**src/rtl/seg7_scan_display.sv**
```systemverilog
// seg7_scan_display
//   Multiplexed 4-digit hex display and PC LED driver behind the TSC CPU.
//   The displayed value is snapshotted only at frame boundaries so a value
//   that changes mid-scan can never show as a mix of old and new digits.
//
// Ports
//   clk           in   system clock (shared with the CPU)
//   reset_cpu     in   synchronous active-high reset
//   output_port   in   16-bit value to display
//   PC_below8bit  in   CPU PC low byte
//   blank_lz      in   1 = blank leading-zero digits
//   freeze        in   1 = keep the current snapshot at frame boundaries
//   seg           out  segments {g,f,e,d,c,b,a}, bit0 = a
//   dp            out  decimal point (frozen indicator on digit 0)
//   an            out  digit anodes, an[0] = rightmost digit
//   led           out  registered copy of PC_below8bit
//   frame_tick    out  one-cycle pulse in the cycle after a frame boundary
module seg7_scan_display #(
    parameter int SCAN_DIV       = 50000,
    parameter int SEG_ACTIVE_LOW = 1,
    parameter int AN_ACTIVE_LOW  = 1
) (
    input  logic        clk,
    input  logic        reset_cpu,
    input  logic [15:0] output_port,
    input  logic [7:0]  PC_below8bit,
    input  logic        blank_lz,
    input  logic        freeze,
    output logic [6:0]  seg,
    output logic        dp,
    output logic [3:0]  an,
    output logic [7:0]  led,
    output logic        frame_tick
);

    localparam int              CNT_W   = (SCAN_DIV > 1) ? $clog2(SCAN_DIV) : 1;
    localparam logic [CNT_W-1:0] CNT_MAX = CNT_W'(SCAN_DIV - 1);
    localparam logic            SEG_LOW = (SEG_ACTIVE_LOW != 0);
    localparam logic            AN_LOW  = (AN_ACTIVE_LOW != 0);
    localparam logic [6:0]      SEG_OFF = SEG_LOW ? 7'h7F : 7'h00;
    localparam logic [3:0]      AN_OFF  = AN_LOW ? 4'hF : 4'h0;

    logic [CNT_W-1:0] cnt;
    logic [1:0]       d;
    logic [15:0]      snap;
    logic             tick;
    logic             boundary;
    logic [3:0]       nib;
    logic             blank;
    logic [6:0]       seg_on;
    logic [3:0]       an_on;
    logic             dp_on;

    function automatic logic [6:0] hex_to_seg(input logic [3:0] v);
        logic [6:0] s;
        case (v)
            4'h0: s = 7'h3F;
            4'h1: s = 7'h06;
            4'h2: s = 7'h5B;
            4'h3: s = 7'h4F;
            4'h4: s = 7'h66;
            4'h5: s = 7'h6D;
            4'h6: s = 7'h7D;
            4'h7: s = 7'h07;
            4'h8: s = 7'h7F;
            4'h9: s = 7'h6F;
            4'hA: s = 7'h77;
            4'hB: s = 7'h7C;
            4'hC: s = 7'h39;
            4'hD: s = 7'h5E;
            4'hE: s = 7'h79;
            default: s = 7'h71;
        endcase
        return s;
    endfunction

    assign tick     = (cnt == CNT_MAX);
    assign boundary = tick && (d == 2'd3);

    // A digit is a leading zero when it and every more significant nibble
    // are zero; digit 0 always shows so an all-zero value still reads "0".
    always_comb begin
        nib   = snap[3:0];
        blank = 1'b0;
        case (d)
            2'd0: begin
                nib   = snap[3:0];
                blank = 1'b0;
            end
            2'd1: begin
                nib   = snap[7:4];
                blank = blank_lz && (snap[15:4] == 12'h000);
            end
            2'd2: begin
                nib   = snap[11:8];
                blank = blank_lz && (snap[15:8] == 8'h00);
            end
            default: begin
                nib   = snap[15:12];
                blank = blank_lz && (snap[15:12] == 4'h0);
            end
        endcase
    end

    assign seg_on = blank ? 7'h00 : hex_to_seg(nib);
    assign an_on  = 4'b0001 << d;
    assign dp_on  = (d == 2'd0) && freeze;

    // seg, an and dp all load from the same d on the same edge, so the
    // anode and its segment pattern always switch together.
    always_ff @(posedge clk) begin
        if (reset_cpu) begin
            cnt        <= '0;
            d          <= 2'd0;
            snap       <= 16'h0000;
            led        <= 8'h00;
            frame_tick <= 1'b0;
            seg        <= SEG_OFF;
            an         <= AN_OFF;
            dp         <= SEG_LOW;
        end else begin
            cnt <= tick ? '0 : cnt + 1'b1;
            if (tick)
                d <= d + 2'd1;
            // d wraps to 0 on this same edge, so the new snapshot is first
            // shown on digit 0 of the next frame.
            if (boundary && !freeze)
                snap <= output_port;
            frame_tick <= boundary;
            led        <= PC_below8bit;
            seg        <= SEG_LOW ? ~seg_on : seg_on;
            an         <= AN_LOW ? ~an_on : an_on;
            dp         <= SEG_LOW ? ~dp_on : dp_on;
        end
    end

endmodule

```
**config.mk**
```make
export PLATFORM = sky130hd
export DESIGN_NAME = seg7_scan_display
export DESIGN_NICKNAME = d
export VERILOG_FILES = /design/src/rtl/seg7_scan_display.sv
export SDC_FILE = /design/constraint.sdc
export NUM_CORES = 1
export LEC_CHECK = 0
export CORE_MARGIN = 1
export CORE_UTILIZATION = 50
export DETAILED_ROUTE_END_ITERATION = 8
export GPL_TIMING_DRIVEN = 0
export PLACE_DENSITY = 0.74
export SLEW_MARGIN = 20
export SYNTH_ARGS = -nofsm -noshare
export SYNTH_HDL_FRONTEND = slang
export SYNTH_SLANG_ARGS = --single-unit
```
**constraint.sdc**
```tcl
create_clock -name clk -period 2.11 [get_ports clk]
set_input_delay 0.5275 -clock clk [delete_from_list [all_inputs] [get_ports clk]]
set_output_delay 0.5275 -clock clk [all_outputs]
set_load 0.05 [all_outputs]
```
* After elaboration in Yosys (flattened, before gate mapping) *
Memory sizes are Yosys's and may differ from the RTL's.
Index checks and enable logic that the tools add are counted.

operators by class
  mux-type cells = 3
  bitwise gates (word level) = 3
  eq/ne operators = 4
  shift operators = 1
  reductions and logical operators = 12
  $add $sub $neg = 2

operator list
  cell                                                                   count
  16-bit by 1-bit adder with 16-bit output, second input constant        1
  16-bit equality test, second input constant                            1
  12-bit zero test                                                       1
  4-bit case mux with 3 select lines                                     1
  8-bit zero test                                                        1
  7-bit two-way mux                                                      1
  7-bit inverter                                                         1
  1-bit logical AND                                                      6
  2-bit equality test, second input constant                             2
  4-bit zero test                                                        1
  4-bit inverter                                                         1
  1-bit by 2-bit << shifter with 4-bit output, first input constant      1
  1-bit case mux with 3 select lines                                     1
  2-bit by 1-bit adder with 2-bit output, second input constant          1
  2-bit by 1-bit equality test with 1-bit output, second input constant  1
  2-bit zero test                                                        1
  2-bit OR reduction                                                     1
  1-bit zero test                                                        1
  1-bit inverter                                                         1

word-level totals
  memory bits (read-only) = 112
  bits in registers = 55
  memories kept = 1
  word-level logic and storage cells = 34

memory list
  memory           words  width  read ports  clocked after memory_dff  write ports  RTL line  RTL
  (no name shown)  16     7      1           0                         0            56        case (v)

* Depth between registers and ports, before layout *
  depth in word-level cells = 5
  gate-level depth with buffers = 9
  mapped depth without buffers = 9

* Worst setup path after synthesis *
Ideal clock, no wire load.

  path type = flip-flop to flip-flop
  start point = register d[0]
  end point = register seg[3]
  arrival time = 1.764 ns
  library setup time = 0.136 ns
  cell stages (with the launch flop) = 10
  buffers on the path = 0
  clock period less this slack = 1.900 ns
  path slack = 0.210 ns
  cell sequence = dfxtp_1 > inv_1 > ha_1 > a21oi_1 > a32o_1 > inv_1 > ha_1 > mux2i_1 > a22o_1 > nand2_1

on the way
  word-level cells in the longest chain between the ends = 5
  elaborated cells on any way between the ends = 8

RTL lines
  item                                         RTL line  RTL
  start: declaration                           44        logic [1:0] d;
  start signal: assignment                     124       d <= d + 2'd1;
  2-bit equality test (tied with other cells)  85        case (d)
  4-bit case mux with 3 select lines           85
  memory read 16 x 7 bit                       -
  7-bit two-way mux (*)                        105       assign seg_on = blank ? 7'h00 : hex_to_seg(nib);
  7-bit inverter (*)                           131       seg <= SEG_LOW ? ~seg_on : seg_on;
  end signal: assignment                       131
  end: declaration                             29        output logic [6:0] seg,

Mark *: on every way between the ends. The rest lies on a longest branch, timed or not.
A chain may end at the register's enable or synchronous reset.

* Worst setup path in the final report *
  start point = register led[5]
  end point = output led[5]

RTL lines
  item                      RTL line  RTL
  start: declaration        32        output logic [7:0] led,
  start signal: assignment  130       led <= PC_below8bit;

No word-level cell between the ends.

==> results.yml <==
die:
  start_util_pct: 53.2
  fp.dieH_um: 70.8
  rows: 24
  fp.dieW_um: 70.8
  ios: 49
  die_area_mm2: 0.00501
  core_area_mm2: 0.00444
worst_setup_path:
  cp_data_required_time_ps: 1580
  path_cells: "clkdlybuf4s50_1"
  critPathBufInv: 1
  r2r_start: "d[1]"
  r2r_end: "seg[1]"
  cp_slowest_stage_delay_ps: 810
  cpLargestDelayFamily: "buffers and inverters"
  cp_max_fo: 1
  end_kind: "output pin"
  cp.arrival_ps: 1450
  start_kind: "flop"
  reg2reg_depth: 8
  crit_slowest_cell: "clkdlybuf4s50_1"
  rrSetupSlack_ps: 150
  crit_type: "flop to output pin"
timing:
  skew_ps: 3.20
  hold_viol_final: 0
  whs_ps: 434
  tightest_slew_ps: 568
  slew_headroom_pct: 62.1
  max_freq_mhz: 506
  maxSlewViolCount: 0
  fin_setup_tns_ps: 0
  post-route-period-util_pct: 93.8
  final-setup-viol-count: 0
  period_minus_slack_ps: 1980
status:
  status: "finished, violations left"
  violations: "design-rule violations"
power:
  p_total_mw: 1.98
  power_density_mw_per_mm2: 638
  p_leak_nw: 1.15
  ir_worst_vdd_uv: 329
logic_synthesis:
  synth_edf_count: 0
  yosysMostFrequentCell: "dfxtp_1"
  synth-main-ff-cell: "dfxtp_1"
  syn_avg_cell_area_um2: 9.97
  yosys_warnings: 0
  synth_cells: 237
  ys_types: 41
  synth_seq_cells: 55
  ys_seq_area_share_pct: 46.6
  yosysTopAreaCell: "dfxtp_1"
  syn_nets: 277
  ys_top_cells_by_count: "dfxtp_1 (55), nor2_1 (39), mux2i_1 (21)"
  synth_top_area_share_pct: 46.6
  netlist_area_mm2: 0.00236
  yosys-top-cells-area: "dfxtp_1 (47%), mux2i_1 (8.9%), ha_1 (6.4%)"
  async_reset_ff_share_pct: 0
detailed_routing:
  route.met2.wl_um: 2110
  via_count: 1799
  first_pass_iters: 7
  wl_met3_um: 176
  wire_per_inst_um: 13.0
  wl_um: 4530
  top_layer_used: "met4"
  ant_nets: 0
  drtIter0Drc: 84
  drc: 10
  wl_met1_um: 2180
  post_drt_via_cell_ratio: 5.17
placement:
  dp_cells: 337
  place_congestion: 0.863
  portBuffers: 48
  place_hpwl_um: 3290
hold_path:
  whs_path_depth: 1
  hold_path_class: "flop to flop"
  min_to: "cnt[0]"
  min_from: "cnt[0]"
clock_network:
  htree_levels: 2
  cts_tree: "yes"
  cts_buffers: 5
  cts.clk_slew.worst_paths_ps: 100
  cts-root-buf: "clkbuf_8"
  clkLatencyLatePin_ps: 310
  cts_buffer_depth: 2
  cts.sinks: 55
run:
  maxCapViolCount: 0
layout:
  antenna_cells: 0
  fin_util_pct: 70.0
  drive_gt1_share_pct: 11.8
  nets: 335
  area_delta_synth_final_pct: 31.6
  stdcell_count: 348
  fillers: 346
global_routing:
  grt_pass1_vias: 1673
  grt_max_degree: 18
  grt_overflow: 0
  grt_usage_pct: 19.4
  grt_pass1_wl_um: 7640
  antenna_found_initial: 0
[area by class of cell]
type                       count  area [µm²]  area share (%)
buffer                         7        55.1            1.77
clock buffer                   6        82.6            2.65
clock inverter                 2        38.8            1.25
inverter                      12        45.0            1.45
multi-input combinational    162        1210            38.9
sequential                    55        1100            35.5
tap                           52        65.1            2.09
timing repair buffer          52         510            16.4
[cells by family after synthesis]
group,count (synthesis),synth area share (%)
buffers and inverters,20,4.29
and+or+nand+nor,93,21.3
muxes,23,9.95
DFF,55,46.6
adders and majority gates,12,6.35
AOI/OAI and AO/OA,19,5.93
xor gates and xnor gates,15,5.56
[how the worst max path moves through the flow]
stage	start	end	slack, ps	depth (start not counted)
2_1_floorplan	d[0]	seg[3]	210	9
3_3_place_gp	d[0]	seg[6]	-140	8
3_5_place_dp	d[0]	seg[6]	-210	8
4_1_cts	d[1]	seg[0]	10	7
5_1_grt	d[0]	seg[0]	-2	7
6_report	led[5]	led[5]	130	1
[repair_timing]
item                                   4_1_cts  5_1_grt
buffers inserted                             0        4
pin swaps                                    1        2
gates resized for setup                      3       12
endpoints found under the hold margin        0        0
hold buffers                                 0        0
setup endpoints to repair                    6       19
[worst register-to-register path, delay by kind of cell (launching register included)]
family                   cells  cell delay [ps]
AO/OA/AOI/OAI                2              660
flip-flops                   1              380
multiplexers                 2              280
buffers and inverters        2              240
adder cells (fa/ha/maj)      1              210
AND/OR/NAND/NOR              1               70
[report_power, final]
group / switching, mW / internal [mW] / total, mW
logic: 0.0942 / 0.0839 / 0.178
registers: 0.00813 / 1.06 / 1.07
clock network: 0.349 / 0.391 / 0.739
total: 0.451 / 1.53 / 1.98
[metrics by stage]
step | setup slack [ps] | cell area, µm²
3_5_place_dp | -206 | 2910
4_1_cts | 14.9 | 3040
2_1_floorplan | 210 | 2360
3_3_place_gp | -139 | 2910
6_report | 132 | 3110
5_1_grt | -2.41 | 3110
[flip-flops by register name, indices dropped and copies added (netlist names)]
| register | count |
|---|---|
| frame_tick | 1 |
| dp | 1 |
| d | 2 |
| seg | 7 |
| snap | 16 |
| led | 8 |
| cnt | 16 |
| an | 4 |
[placed cells by master (no fill, tap or decap), drive strengths merged, types with 2 or more instances in the layout]
master and n:
dfxtp 55, clkdlybuf4s50 48, nor2 39, mux2i 22
inv 13, nand2 12, ha 12, clkbuf 10
nor2b 9, xor2 8, nand2b 7, nand3 7
xnor2 7, buf 7, a21oi 5, o221ai 4
and3 4, nand4 4, a222oi 2, o21ai 2
nor4b 2, and4bb 2
[per-layer routing]
metal | track usage [%] | vias up
li1 | - | 920
met1 | 25.4 | 832
met2 | 31.3 | 40
met3 | 3.85 | 7
met4 | 8.44 | 0
met5 | 0 | -
Note: power is estimated with default switching activity, not from simulation.
